$ cat config.mk
export PLATFORM = sky130hd
export DESIGN_NAME = nand_universal_reg
export DESIGN_NICKNAME = d
export VERILOG_FILES = /design/src/rtl/nand_universal_reg.sv
export SDC_FILE = /design/constraint.sdc
export NUM_CORES = 1
export LEC_CHECK = 0
export CAP_MARGIN = 40
export CORE_UTILIZATION = 44
export CTS_CLUSTER_SIZE = 24
export DETAILED_ROUTE_END_ITERATION = 10
export PLACE_DENSITY_LB_ADDON = 0.25
export SKIP_CTS_REPAIR_TIMING = 1
export SYNTH_ARGS = -nofsm -noshare
export SYNTH_HDL_FRONTEND = slang
export SYNTH_SLANG_ARGS = --single-unit
$ cat constraint.sdc
create_clock -name C -period 1.79 [get_ports C]
set_input_delay 0.358 -clock C [delete_from_list [all_inputs] [get_ports C]]
set_output_delay 0.358 -clock C [all_outputs]
set_load 0.01 [all_outputs]
$ cat src/rtl/nand_universal_reg.sv
// WIDTH-bit hold/load/shift-left/count register built from NAND gates and clear-only flops.
// Bits whose reset value is 1 store their inverse so only clear-type flops are needed.

module nand_universal_reg_dff (
    input  logic C,
    input  logic R,
    input  logic d,
    output logic q
);
    always_ff @(posedge C or posedge R) begin
        if (R) q <= 1'b0;
        else   q <= d;
    end
endmodule

module nand_universal_reg_bit #(
    parameter logic RST_BIT = 1'b0
) (
    input  logic C,
    input  logic R,
    input  logic hold,
    input  logic load,
    input  logic shl,
    input  logic cnt,
    input  logic d,
    input  logic s,
    input  logic t,
    output logic q
);
    logic a, x_l, x_r, tq;
    logic h_n, l_n, s_n, c_n, nxt;
    logic ff_d, ff_q;

    // q ^ t from four NANDs
    assign a   = ~(q & t);
    assign x_l = ~(q & a);
    assign x_r = ~(t & a);
    assign tq  = ~(x_l & x_r);

    assign h_n = ~(hold & q);
    assign l_n = ~(load & d);
    assign s_n = ~(shl & s);
    assign c_n = ~(cnt & tq);
    assign nxt = ~(h_n & l_n & s_n & c_n);

    generate
        if (RST_BIT) begin : g_inv
            assign ff_d = ~(nxt & nxt);
            assign q    = ~(ff_q & ff_q);
        end else begin : g_pass
            assign ff_d = nxt;
            assign q    = ff_q;
        end
    endgenerate

    nand_universal_reg_dff u_ff (.C(C), .R(R), .d(ff_d), .q(ff_q));
endmodule

module nand_universal_reg #(
    parameter int              WIDTH       = 8,
    parameter logic [WIDTH-1:0] RESET_VALUE = '0
) (
    input  logic             C,
    input  logic             R,
    input  logic             EN,
    input  logic [1:0]       MODE,
    input  logic [WIDTH-1:0] D,
    input  logic             SI,
    output logic [WIDTH-1:0] Q,
    output logic             SO,
    output logic             CO
);
    logic m1_n, m0_n;
    logic load_n, shl_n, cnt_n, upd;
    logic hold, load, shl, cnt;
    logic [WIDTH:0] t;
    logic [WIDTH:0] t_n;
    logic co_n;

    // Active-low mode decode, each term already qualified by EN
    assign m1_n   = ~(MODE[1] & MODE[1]);
    assign m0_n   = ~(MODE[0] & MODE[0]);
    assign load_n = ~(EN & m1_n & MODE[0]);
    assign shl_n  = ~(EN & MODE[1] & m0_n);
    assign cnt_n  = ~(EN & MODE[1] & MODE[0]);
    assign upd    = ~(load_n & shl_n & cnt_n);

    assign hold = ~(upd & upd);
    assign load = ~(load_n & load_n);
    assign shl  = ~(shl_n & shl_n);
    assign cnt  = ~(cnt_n & cnt_n);

    assign t_n[0] = 1'b0;
    assign t[0]   = 1'b1;

    genvar i;
    generate
        for (i = 0; i < WIDTH; i++) begin : g_bit
            // t[i+1] = &Q[i:0], formed as a wide NAND plus inverter
            assign t_n[i+1] = ~(&Q[i:0]);
            assign t[i+1]   = ~(t_n[i+1] & t_n[i+1]);

            nand_universal_reg_bit #(.RST_BIT(RESET_VALUE[i])) u_bit (
                .C    (C),
                .R    (R),
                .hold (hold),
                .load (load),
                .shl  (shl),
                .cnt  (cnt),
                .d    (D[i]),
                .s    ((i == 0) ? SI : Q[(i == 0) ? 0 : i-1]),
                .t    (t[i]),
                .q    (Q[i])
            );
        end
    endgenerate

    assign SO   = Q[WIDTH-1];
    assign co_n = ~(cnt & t[WIDTH]);
    assign CO   = ~(co_n & co_n);
endmodule

# Word level (Yosys, flattened, before mapping)
# Cells that the tools add are included.
[totals]
register_bits = 8
in_bits = 14
out_inout_bits = 10
[classes]
bitwise_logic = 166
reduce_logical = 7
[ops]
columns = ["operator", "n"]
rows = [
  ["1-bit AND", 92],
  ["1-bit NOT", 74],
  ["8-bit AND reduction", 1],
  ["7-bit AND reduction", 1],
  ["6-bit AND reduction", 1],
  ["5-bit AND reduction", 1],
  ["4-bit AND reduction", 1],
  ["3-bit AND reduction", 1],
  ["2-bit AND reduction", 1],
]

# Longest topological paths before layout
# Gate-level depths: netlist (run 1).
[logic_depth]
word_depth = 12
ltp_mapped = 5
mapped_depth_nobuf = 4

# By module
# A second synthesis (run 1) with hierarchy kept.
[hier_totals]
cells_unflattened = 74
hier_area_um2 = 581.8
[by_module_without_submodules]
columns = ["module", "n_inst", "cells_each", "area_each_um2", "seq_area_each_um2"]
rows = [
  ["nand_universal_reg_bit", 8, 5, 30.0, 0.0],
  ["nand_universal_reg_dff", 8, 2, 28.8, 25.0],
  ["nand_universal_reg", 1, 18, 111.4, 0.0],
]

# Least setup slack after synthesis (run 1)
# No wires, ideal clock.
[synth_timing]
kind = "input -> output"
start = "in MODE[1]"
end = "out CO"
arrival_time_ns = 1.118
t_required_ns = 1.432
slack_ns = 0.314
path_stages = 3
n_path_buf = 1
path_cell_list = "buf_2 > nand3_2 > nor4_1"
[synth_between]
elab_chain_len = 3
[synth_rtl]
columns = ["element", "line_no", "rtl"]
rows = [
  ["start, declared", "66", "input logic [1:0] MODE,"],
  ["1-bit AND (2 in series)", "85", "assign cnt_n = ~(EN & MODE[1] & MODE[0]);"],
  ["1-bit AND", "119", "assign co_n = ~(cnt & t[WIDTH]);"],
  ["end, declared", "71", "output logic CO"],
]
# No other way between the ends.

# Worst setup path in the final report (run 1)
[layout_timing]
start = "reg g_bit[2].u_bit.u_ff.q"
end = "out Q[2]"
[layout_rtl]
columns = ["element", "line_no", "rtl"]
rows = [
  ["start, declared", "8", "output logic q"],
  ["start signal, assigned", "11", "if (R) q <= 1'b0;"],
  ["start signal, assigned", "12", "else q <= d;"],
  ["end, declared", "69", "output logic [WIDTH-1:0] Q,"],
]
# No word-level cell between the ends.

==> results.json, run 1 <==
{
  "dpl.hpwl_um": 1426,
  "synth_fp_nets": 97,
  "grt_pass1_vias": 683,
  "fin_total_pwr_mw": 0.8998,
  "path_clk_slew_ns": 0.06,
  "required_ns": 1.43,
  "clock_latency_ns": 0.26,
  "fill_cells": 130,
  "grt_usage": 0.2489,
  "ant_nets": 0,
  "synth-edff-count": 0,
  "syn-cell-area_um2": 696.9,
  "avgRoutedWirePerCell_um": 15.13,
  "wl_um": 1921,
  "io_pins": 24,
  "status": "completed",
  "max_freq_mhz": 591.2,
  "clk_path_buf_depth": 2,
  "slew_headroom": 0.7291,
  "cts_made_buffers": 3,
  "synth.distinct_cells": 32,
  "die_h_um": 41.80,
  "p_leak_nw": 0.4058,
  "hp-class": "in -> async",
  "synth_cells": 82,
  "syn_avg_cell_area_um2": 8.499,
  "htree_levels": 1,
  "ys_seq_area_frac": 0.2873,
  "critPathCaptureType": "output pin",
  "yosys.area.top_type": "dfrtp_1",
  "yosysWarnings": 0,
  "worstPathArrival_ns": 1.33,
  "top_register": "g_bit.u_bit.u_ff.q",
  "dieArea_um2": 1747,
  "tritoncts": "built",
  "grt_pass1_wl_um": 3222,
  "startpoint": "g_bit[2].u_bit.u_ff.q",
  "worstReg2RegStart": "g_bit[1].u_bit.u_ff.q",
  "syn2layout_area_growth_pct": 43.63,
  "num_rows": 14,
  "synthTopCellsByArea": "dfrtp_1 (29%), buf_4 (9.7%), xnor2_1 (5.0%), a222oi_1 (4.3%), nand3_1 (3.6%)",
  "setup_viol": 0,
  "grt_max_degree": 21,
  "tightest_slew_ns": 0.4049,
  "drc": 0,
  "synthArstFlopShare": 1.000,
  "finalWeightedCongestion": 0.8221,
  "num_antenna_cells": 0,
  "root_buffer": "clkbuf_4",
  "cts_sinks": 8,
  "crit_type": "reg -> out",
  "maxCapViolations": 0,
  "crit_fanout": 6,
  "largestRegisters": "g_bit.u_bit.u_ff.q (8)",
  "rsz0062_at_grt": "false",
  "grt_overflow": 0,
  "viasPerCell": 5.945,
  "fin_crit_ns": 1.691,
  "fp.coreArea_um2": 1489,
  "largest_reg_flops": 8,
  "fin_skew_ns": 0.007716,
  "vias": 755,
  "synthFlopType": "dfrtp_1",
  "hold_viol_final": 0,
  "finalCritPeriodShare": 0.9449,
  "layout.nets": 128,
  "ys_ff_latch": 8,
  "ir_drop_uv": 482.3,
  "drt_first_pass_iters": 4,
  "portBuffers": 23,
  "drv_slew": 0,
  "fin_hold_ws_ns": 0.3509,
  "drive_above_1_share": 0.2342,
  "die_w_um": 41.80,
  "antenna_found_initial": 0,
  "startpoint_type": "flop",
  "drt_iter0_drc": 43,
  "synth.top_cell.area_share": 0.2873,
  "p_per_area_nw_per_um2": 898.9,
  "start_util": 0.4681
}
[synth_stat cells, types with 2 or more instances]
| master | n |
|---|---|
| nor3b_1 | 2 |
| nor2_1 | 2 |
| dfrtp_1 | 8 |
| o21ai_1 | 5 |
| nor2b_1 | 2 |
| a222oi_1 | 3 |
| nor2_2 | 3 |
| xnor2_1 | 4 |
| nand3_1 | 5 |
| nand2_1 | 4 |
| a31oi_1 | 3 |
| buf_4 | 9 |
| o22ai_1 | 4 |
| o221ai_1 | 2 |
| buf_2 | 3 |
| inv_1 | 6 |
| a21oi_1 | 2 |
[per-layer routing]
| metal | global-route usage | share of wire |
|---|---|---|
| met1 | 0.3177 | 0.37 |
| met2 | 0.4219 | 0.52 |
| met3 | 0.07391 | 0.10 |
| met4 | 0.03871 | 0.0036 |
| met5 | 0 | 0 |
[area by class of cell]
type	count	area, um2	area share
clock buffer	3	22.52	0.02250
inverter	7	26.28	0.02625
multi-input combinational	55	394.1	0.3938
sequential	8	200.2	0.2000
tap	16	20.02	0.02000
timing repair buffer	38	337.8	0.3375
[through the flow]
stage / setup slack [ns] / std cells / cell area, um2 / utilization / TNS [ns]
finish: 0.09854 / 127 / 1001 / 0.6723 / 0
global route: 0.04474 / 127 / 1001 / 0.6723 / 0
CTS: -0.4277 / 126 / 992.2 / 0.6664 / -0.4277
detailed placement: -0.4011 / 123 / 969.7 / 0.6513 / -0.4192
global placement: -0.4369 / 123 / 969.7 / 0.6513 / -0.4369
floorplan: 0.3137 / 82 / 696.9 / - / 0
[worst paths after layout]
path                                         endpoint  slack [ns]  cells past startpoint
worst max-delay path                             Q[2]         0.1                      2
max in group asynchronous       g_bit[2].u_bit.u_ff.q        1.18                      2
worst min-delay path            g_bit[4].u_bit.u_ff.q        0.35                      2
worst min register to register  g_bit[4].u_bit.u_ff.q        0.65                      3
min in group C                  g_bit[4].u_bit.u_ff.q        0.65                      3
worst max register to register  g_bit[1].u_bit.u_ff.q        0.32                      5
[logic make-up (layout without fill, tap and decap cells)]
group,Yosys count,after routing,synth area share
AOI/OAI and AO/OA,24,24,0.2370
xor gates and xnor gates,5,5,0.06283
adders and majority gates,1,1,0.01795
buffers and inverters,19,48,0.1562
DFF,8,8,0.2873
muxes,2,2,0.03052
and+or+nand+nor,23,23,0.2083
[layout by cell type (no fill, tap or decap), drive strengths merged, types with 2 or more instances in the layout]
cell type      instances
a21oi                  2
a222oi                 3
a31oi                  3
buf                   16
clkbuf                 3
clkdlybuf4s50         22
dfrtp                  8
inv                    7
nand2                  4
nand3                  6
nor2                   5
nor2b                  2
nor3b                  2
o21ai                  6
o221ai                 2
o22ai                  4
xnor2                  4
[report_power, final]
part	total (mW)	internal, mW	switching [mW]
logic	0.502	0.275	0.227
registers	0.254	0.223	0.0313
clock network	0.143	0.0771	0.0662
[worst max-delay path, stage by stage, from the launching register on]
cell and delay, ns:
dfrtp_1 0.39, buf_4 0.16, clkdlybuf4s50_1 0.54
No activity file was read; power rests on OpenSTA's default activity.
==> run 2, diff against run 1 <==
--- a/config.mk
+++ b/config.mk
@@ -5,8 +5,10 @@
 export SDC_FILE = /design/constraint.sdc
 export NUM_CORES = 1
 export LEC_CHECK = 0
+export ABC_AREA = 1
 export CAP_MARGIN = 40
-export CORE_UTILIZATION = 44
+export CORE_MARGIN = 2
+export CORE_UTILIZATION = 43
 export CTS_CLUSTER_SIZE = 24
 export DETAILED_ROUTE_END_ITERATION = 10
 export PLACE_DENSITY_LB_ADDON = 0.25
==> results.json, run 2 <==
{
  "status": "completed",
  "synth_fp_nets": 124,
  "critPathCaptureType": "output pin",
  "final_common_cell": "nand2_1",
  "rr_endpoint": "g_bit[2].u_bit.u_ff.q",
  "grt_pass1_vias": 691,
  "tritoncts": "built",
  "hold_viol_final": 0,
  "worst_path_max_delay_cell": "clkdlybuf4s50_1",
  "startpoint_type": "flop",
  "drt_iter0_drc": 19,
  "drc": 0,
  "finalCritPeriodShare": 0.9278,
  "ant_nets": 0,
  "crit_chain": "buf_4, clkdlybuf4s50_1",
  "ys_ff_latch": 8,
  "crit_fanout": 7,
  "start_util": 0.4498,
  "hp-class": "in -> async",
  "synth-edff-count": 0,
  "grt_usage": 0.2033,
  "synthArstFlopShare": 1.000,
  "synth.top_cell.area_share": 0.3025,
  "worstReg2RegStart": "g_bit[1].u_bit.u_ff.q",
  "avgRoutedWirePerCell_um": 10.53,
  "finalWeightedCongestion": 0.8177,
  "drt_first_pass_iters": 4,
  "grt_pass1_wl_um": 2801,
  "fp.coreArea_um2": 1471,
  "dpl.hpwl_um": 1269,
  "antenna_found_initial": 0,
  "rsz0062_at_grt": "false",
  "fin_skew_ns": 0.002282,
  "grt_max_degree": 9,
  "p_leak_nw": 0.5109,
  "synthFlopType": "dfrtp_1",
  "ys_seq_area_frac": 0.3025,
  "yosysMostFrequentCell": "nand2_1",
  "clk_path_buf_depth": 2,
  "dieArea_um2": 1869,
  "num_antenna_cells": 0,
  "syn_avg_cell_area_um2": 6.072,
  "reg2reg_depth": 5,
  "synth_commonest_cells": "nand2_1 (47), inv_1 (11), nor2_1 (11), buf_4 (8), dfrtp_1 (8)",
  "fill_cells": 146,
  "cts_sinks": 8,
  "drv_slew": 0,
  "htree_levels": 1,
  "worstPathArrival_ns": 1.30,
  "synth_cells": 109,
  "yosys.area.top_type": "dfrtp_1",
  "die_w_um": 43.24,
  "finalSetupTns_ns": 0,
  "r2r_slack_ns": 0.48,
  "viasPerCell": 4.968,
  "required_ns": 1.43,
  "fin_total_pwr_mw": 0.7386,
  "root_buffer": "clkbuf_4",
  "cp_num_buf_inv": 2,
  "final_cell_mix": "nand2_1 (47), clkdlybuf4s50_1 (22), buf_4 (12), inv_1 (11), nor2_1 (11)",
  "cp_slowest_stage_delay_ns": 0.53,
  "num_rows": 14,
  "fin_crit_ns": 1.661,
  "setup_viol": 0,
  "largest_reg_flops": 8,
  "io_pins": 24,
  "portBuffers": 23,
  "path_clk_slew_ns": 0.06,
  "layout.nets": 156,
  "p_per_area_nw_per_um2": 763.7,
  "slew_headroom": 0.7481,
  "syn-cell-area_um2": 661.9,
  "max_freq_mhz": 602.2,
  "cts_made_buffers": 3,
  "grt_overflow": 0,
  "tightest_slew_ns": 0.3778,
  "vias": 770,
  "crit_type": "reg -> out",
  "yosysWarnings": 0,
  "drive_above_1_share": 0.1655,
  "cp_top_family": "buffers and inverters",
  "clock_latency_ns": 0.26,
  "die_h_um": 43.24,
  "wl_um": 1632,
  "synth.distinct_cells": 17,
  "top_register": "g_bit.u_bit.u_ff.q",
  "maxCapViolations": 0,
  "largestRegisters": "g_bit.u_bit.u_ff.q (8)",
  "synthTopCellsByArea": "dfrtp_1 (30%), nand2_1 (27%), buf_4 (9.1%), inv_1 (6.2%), nor2_1 (6.2%)",
  "ir_drop_uv": 432.1,
  "syn2layout_area_growth_pct": 46.12
}
[run 2: changes by cell type in the layout (fill, tap and decap cells not counted), sizes merged, moves of 2 or more]
cell    delta
o22ai      -4
o21ai      -4
o221ai     -2
nand4      +3
nor3b      -2
a31oi      -3
nor2       +9
buf        -4
inv        +6
nand2     +44
a222oi     -3
nor2b      -2
xnor2      -4
[run 2: power breakdown]
| group | internal [mW] | switching (mW) |
|---|---|---|
| sequential | 0.217 | 0.0235 |
| clock | 0.0773 | 0.0694 |
| combinational | 0.188 | 0.164 |
| total | 0.482 | 0.256 |
[run 2: layer usage]
layer | global-route usage | vias to the layer above | routed length, um
met4 | 0.07273 | 0 | 21
met2 | 0.3463 | 36 | 784
li1 | - | 395 | -
met3 | 0.03830 | 3 | 115
met5 | 0 | - | 0
met1 | 0.2520 | 336 | 711
[run 2: cells by family after synthesis]
| family | count (synthesis) | synth area share |
|---|---|---|
| flip-flops | 8 | 0.3025 |
| buffers and inverters | 21 | 0.1645 |
| AO/OA/AOI/OAI | 3 | 0.02834 |
| adder cells (fa/ha/maj) | 1 | 0.01890 |
| AND/OR/NAND/NOR | 76 | 0.4858 |
[run 2: per-stage QoR]
stage / instance area (um2) / worst slack [ns] / hold slack, ns / utilization / instances
after detailed placement: 942.2 / -0.1651 / 0.6254 / 0.6403 / 152
final: 967.2 / 0.1293 / 0.3546 / 0.6573 / 155
after CTS: 964.7 / -0.1659 / 0.3583 / 0.6556 / 155
after global routing: 967.2 / 0.08665 / 0.3803 / 0.6573 / 155
after global placement: 942.2 / -0.1292 / 0.6089 / 0.6403 / 152
after floorplan: 661.9 / 0.6076 / 0.1737 / - / 109
[run 2: worst max path at each step]
stage	slack, ns	start	end	cells past startpoint
final	0.13	g_bit[2].u_bit.u_ff.q	Q[2]	2
after detailed placement	-0.17	MODE[1]	CO	4
after global routing	0.09	g_bit[2].u_bit.u_ff.q	Q[2]	2
after floorplan	0.61	g_bit[0].u_bit.u_ff.q	CO	4
after CTS	-0.17	MODE[1]	CO	4
after global placement	-0.13	MODE[1]	CO	4
[run 2: layout make-up]
type	count	area, um2	area share
flip-flops and latches	8	200.2	0.2070
repair buffers	35	322.8	0.3338
multi-input cells	80	352.8	0.3648
well taps	16	20.02	0.02070
inverters	13	48.80	0.05045
clock buffers	3	22.52	0.02329
==> run 3, diff against run 2 <==
--- a/config.mk
+++ b/config.mk
@@ -8,7 +8,8 @@
 export ABC_AREA = 1
 export CAP_MARGIN = 40
 export CORE_MARGIN = 2
-export CORE_UTILIZATION = 43
+export CORE_UTILIZATION = 45
+export CTS_BUF_LIST = sky130_fd_sc_hd__clkbuf_2
 export CTS_CLUSTER_SIZE = 24
 export DETAILED_ROUTE_END_ITERATION = 10
 export PLACE_DENSITY_LB_ADDON = 0.25
==> results.json, run 3 (synthesis results as in run 2) <==
{
  "dieArea_um2": 1794,
  "comb_power_share": 0.499,
  "die_h_um": 42.35,
  "top_register": "g_bit.u_bit.u_ff.q",
  "syn2layout_area_growth_pct": 44.80,
  "dpl.hpwl_um": 1316,
  "fin_total_pwr_mw": 0.7080,
  "placed_area_um2": 940.9,
  "p_sw_mw": 0.2580,
  "num_antenna_cells": 0,
  "final_cell_mix": "nand2_1 (47), clkdlybuf4s50_1 (22), buf_4 (12), inv_1 (11), nor2_1 (11)",
  "final_cells": 154,
  "pwr-share-clk": 0.163,
  "start_util": 0.4962,
  "critPathCaptureType": "output pin",
  "ant_nets": 0,
  "clock_latency_ns": 0.25,
  "cts_sinks": 8,
  "switching_share": 0.3643,
  "largest_reg_flops": 8,
  "die_w_um": 42.35,
  "use_met3": 0.02586,
  "portBuffers": 23,
  "clk_path_buf_depth": 2,
  "utilization": 0.7186,
  "dp_cells": 151,
  "vias": 761,
  "grt_max_degree": 9,
  "final_common_cell": "nand2_1",
  "maxCapViolations": 0,
  "grt_pass1_vias": 706,
  "p_int_mw": 0.4501,
  "hp-class": "in -> async",
  "worstPathArrival_ns": 1.31,
  "slew_headroom": 0.7480,
  "io_pins": 24,
  "drv_slew": 0,
  "ir_drop_uv": 394.9,
  "status": "completed",
  "path_clk_slew_ns": 0.09,
  "p_leak_nw": 0.5096,
  "drt_iter0_drc": 24,
  "finalWeightedCongestion": 0.8909,
  "p_per_area_nw_per_um2": 738.8,
  "layout.nets": 156,
  "htree_levels": 1,
  "avgRoutedWirePerCell_um": 10.80,
  "fill_cells": 124,
  "hold_viol_final": 0,
  "seq_power_share": 0.338,
  "fin_crit_ns": 1.666,
  "top_usage_layer": "met2",
  "finalCritPeriodShare": 0.9307,
  "startpoint_type": "flop",
  "post-place-ws_ns": -0.1678,
  "fin_skew_ns": 0.007278,
  "drive_above_1_share": 0.1655,
  "setup_viol": 0,
  "cts_made_buffers": 3,
  "use_met1": 0.2665,
  "fp.coreArea_um2": 1334,
  "crit_fanout": 7,
  "num_rows": 13,
  "antenna_found_initial": 0,
  "crit_type": "reg -> out",
  "required_ns": 1.43,
  "grt_overflow": 0,
  "fin_hold_ws_ns": 0.3505,
  "met2_usage": 0.3569,
  "max_freq_mhz": 600.3,
  "finalSetupTns_ns": 0,
  "final_area_um2": 958.4,
  "drc": 0,
  "tritoncts": "built",
  "viasPerCell": 4.942,
  "grt_usage": 0.2114,
  "drt_first_pass_iters": 4,
  "largestRegisters": "g_bit.u_bit.u_ff.q (8)",
  "tightest_slew_ns": 0.3779,
  "wl_um": 1663,
  "rsz0062_at_grt": "false",
  "finalWorstSetupSlack_ns": 0.1241,
  "grt_pass1_wl_um": 2863,
  "root_buffer": "clkbuf_2"
}
==> run 3: cell counts in the layout (fill, tap and decap cells not counted) <==
Identical to the previous run, type by type.
==> run 3: path summary, 6_finish.rpt <==
check / startpoint / end / slack [ns] / cells past startpoint
worst max-delay path: g_bit[2].u_bit.u_ff.q / Q[2] / 0.12 / 2
worst min-delay path: R / g_bit[2].u_bit.u_ff.q / 0.35 / 2
worst max register to register: g_bit[1].u_bit.u_ff.q / g_bit[2].u_bit.u_ff.q / 0.48 / 5
worst min register to register: g_bit[0].u_bit.u_ff.q / g_bit[0].u_bit.u_ff.q / 0.64 / 3
max in group asynchronous: R / g_bit[6].u_bit.u_ff.q / 1.19 / 2
min in group C: g_bit[0].u_bit.u_ff.q / g_bit[0].u_bit.u_ff.q / 0.64 / 3
==> run 3: cell type report <==
| type | instances | area [um2] | share of cell area |
|---|---|---|---|
| timing repair buffer | 35 | 322.8 | 0.3368 |
| multi-input combinational | 80 | 352.8 | 0.3681 |
| sequential | 8 | 200.2 | 0.2089 |
| clock buffer | 3 | 15.01 | 0.01567 |
| tap | 15 | 18.77 | 0.01958 |
| inverter | 13 | 48.80 | 0.05091 |
==> run 3: layer usage <==
layer,routed length (um),share of wire
met2,822,0.49
met1,716,0.43
met4,33,0.020
met5,0,0
met3,91,0.055
==> run 3: worst max-delay path: stages, from the launching register on <==
cell,delay [ns]
dfrtp_1,0.37
buf_4,0.15
clkdlybuf4s50_1,0.53
==> run 3: power by group through the flow <==
stage | logic [mW] | registers (mW) | clock network [mW]
floorplan | 0.173 | 0.265 | 0
global placement | 0.344 | 0.241 | 0
detailed placement | 0.353 | 0.243 | 0
CTS | 0.355 | 0.239 | 0.115
global route | 0.392 | 0.243 | 0.120
finish | 0.354 | 0.239 | 0.115
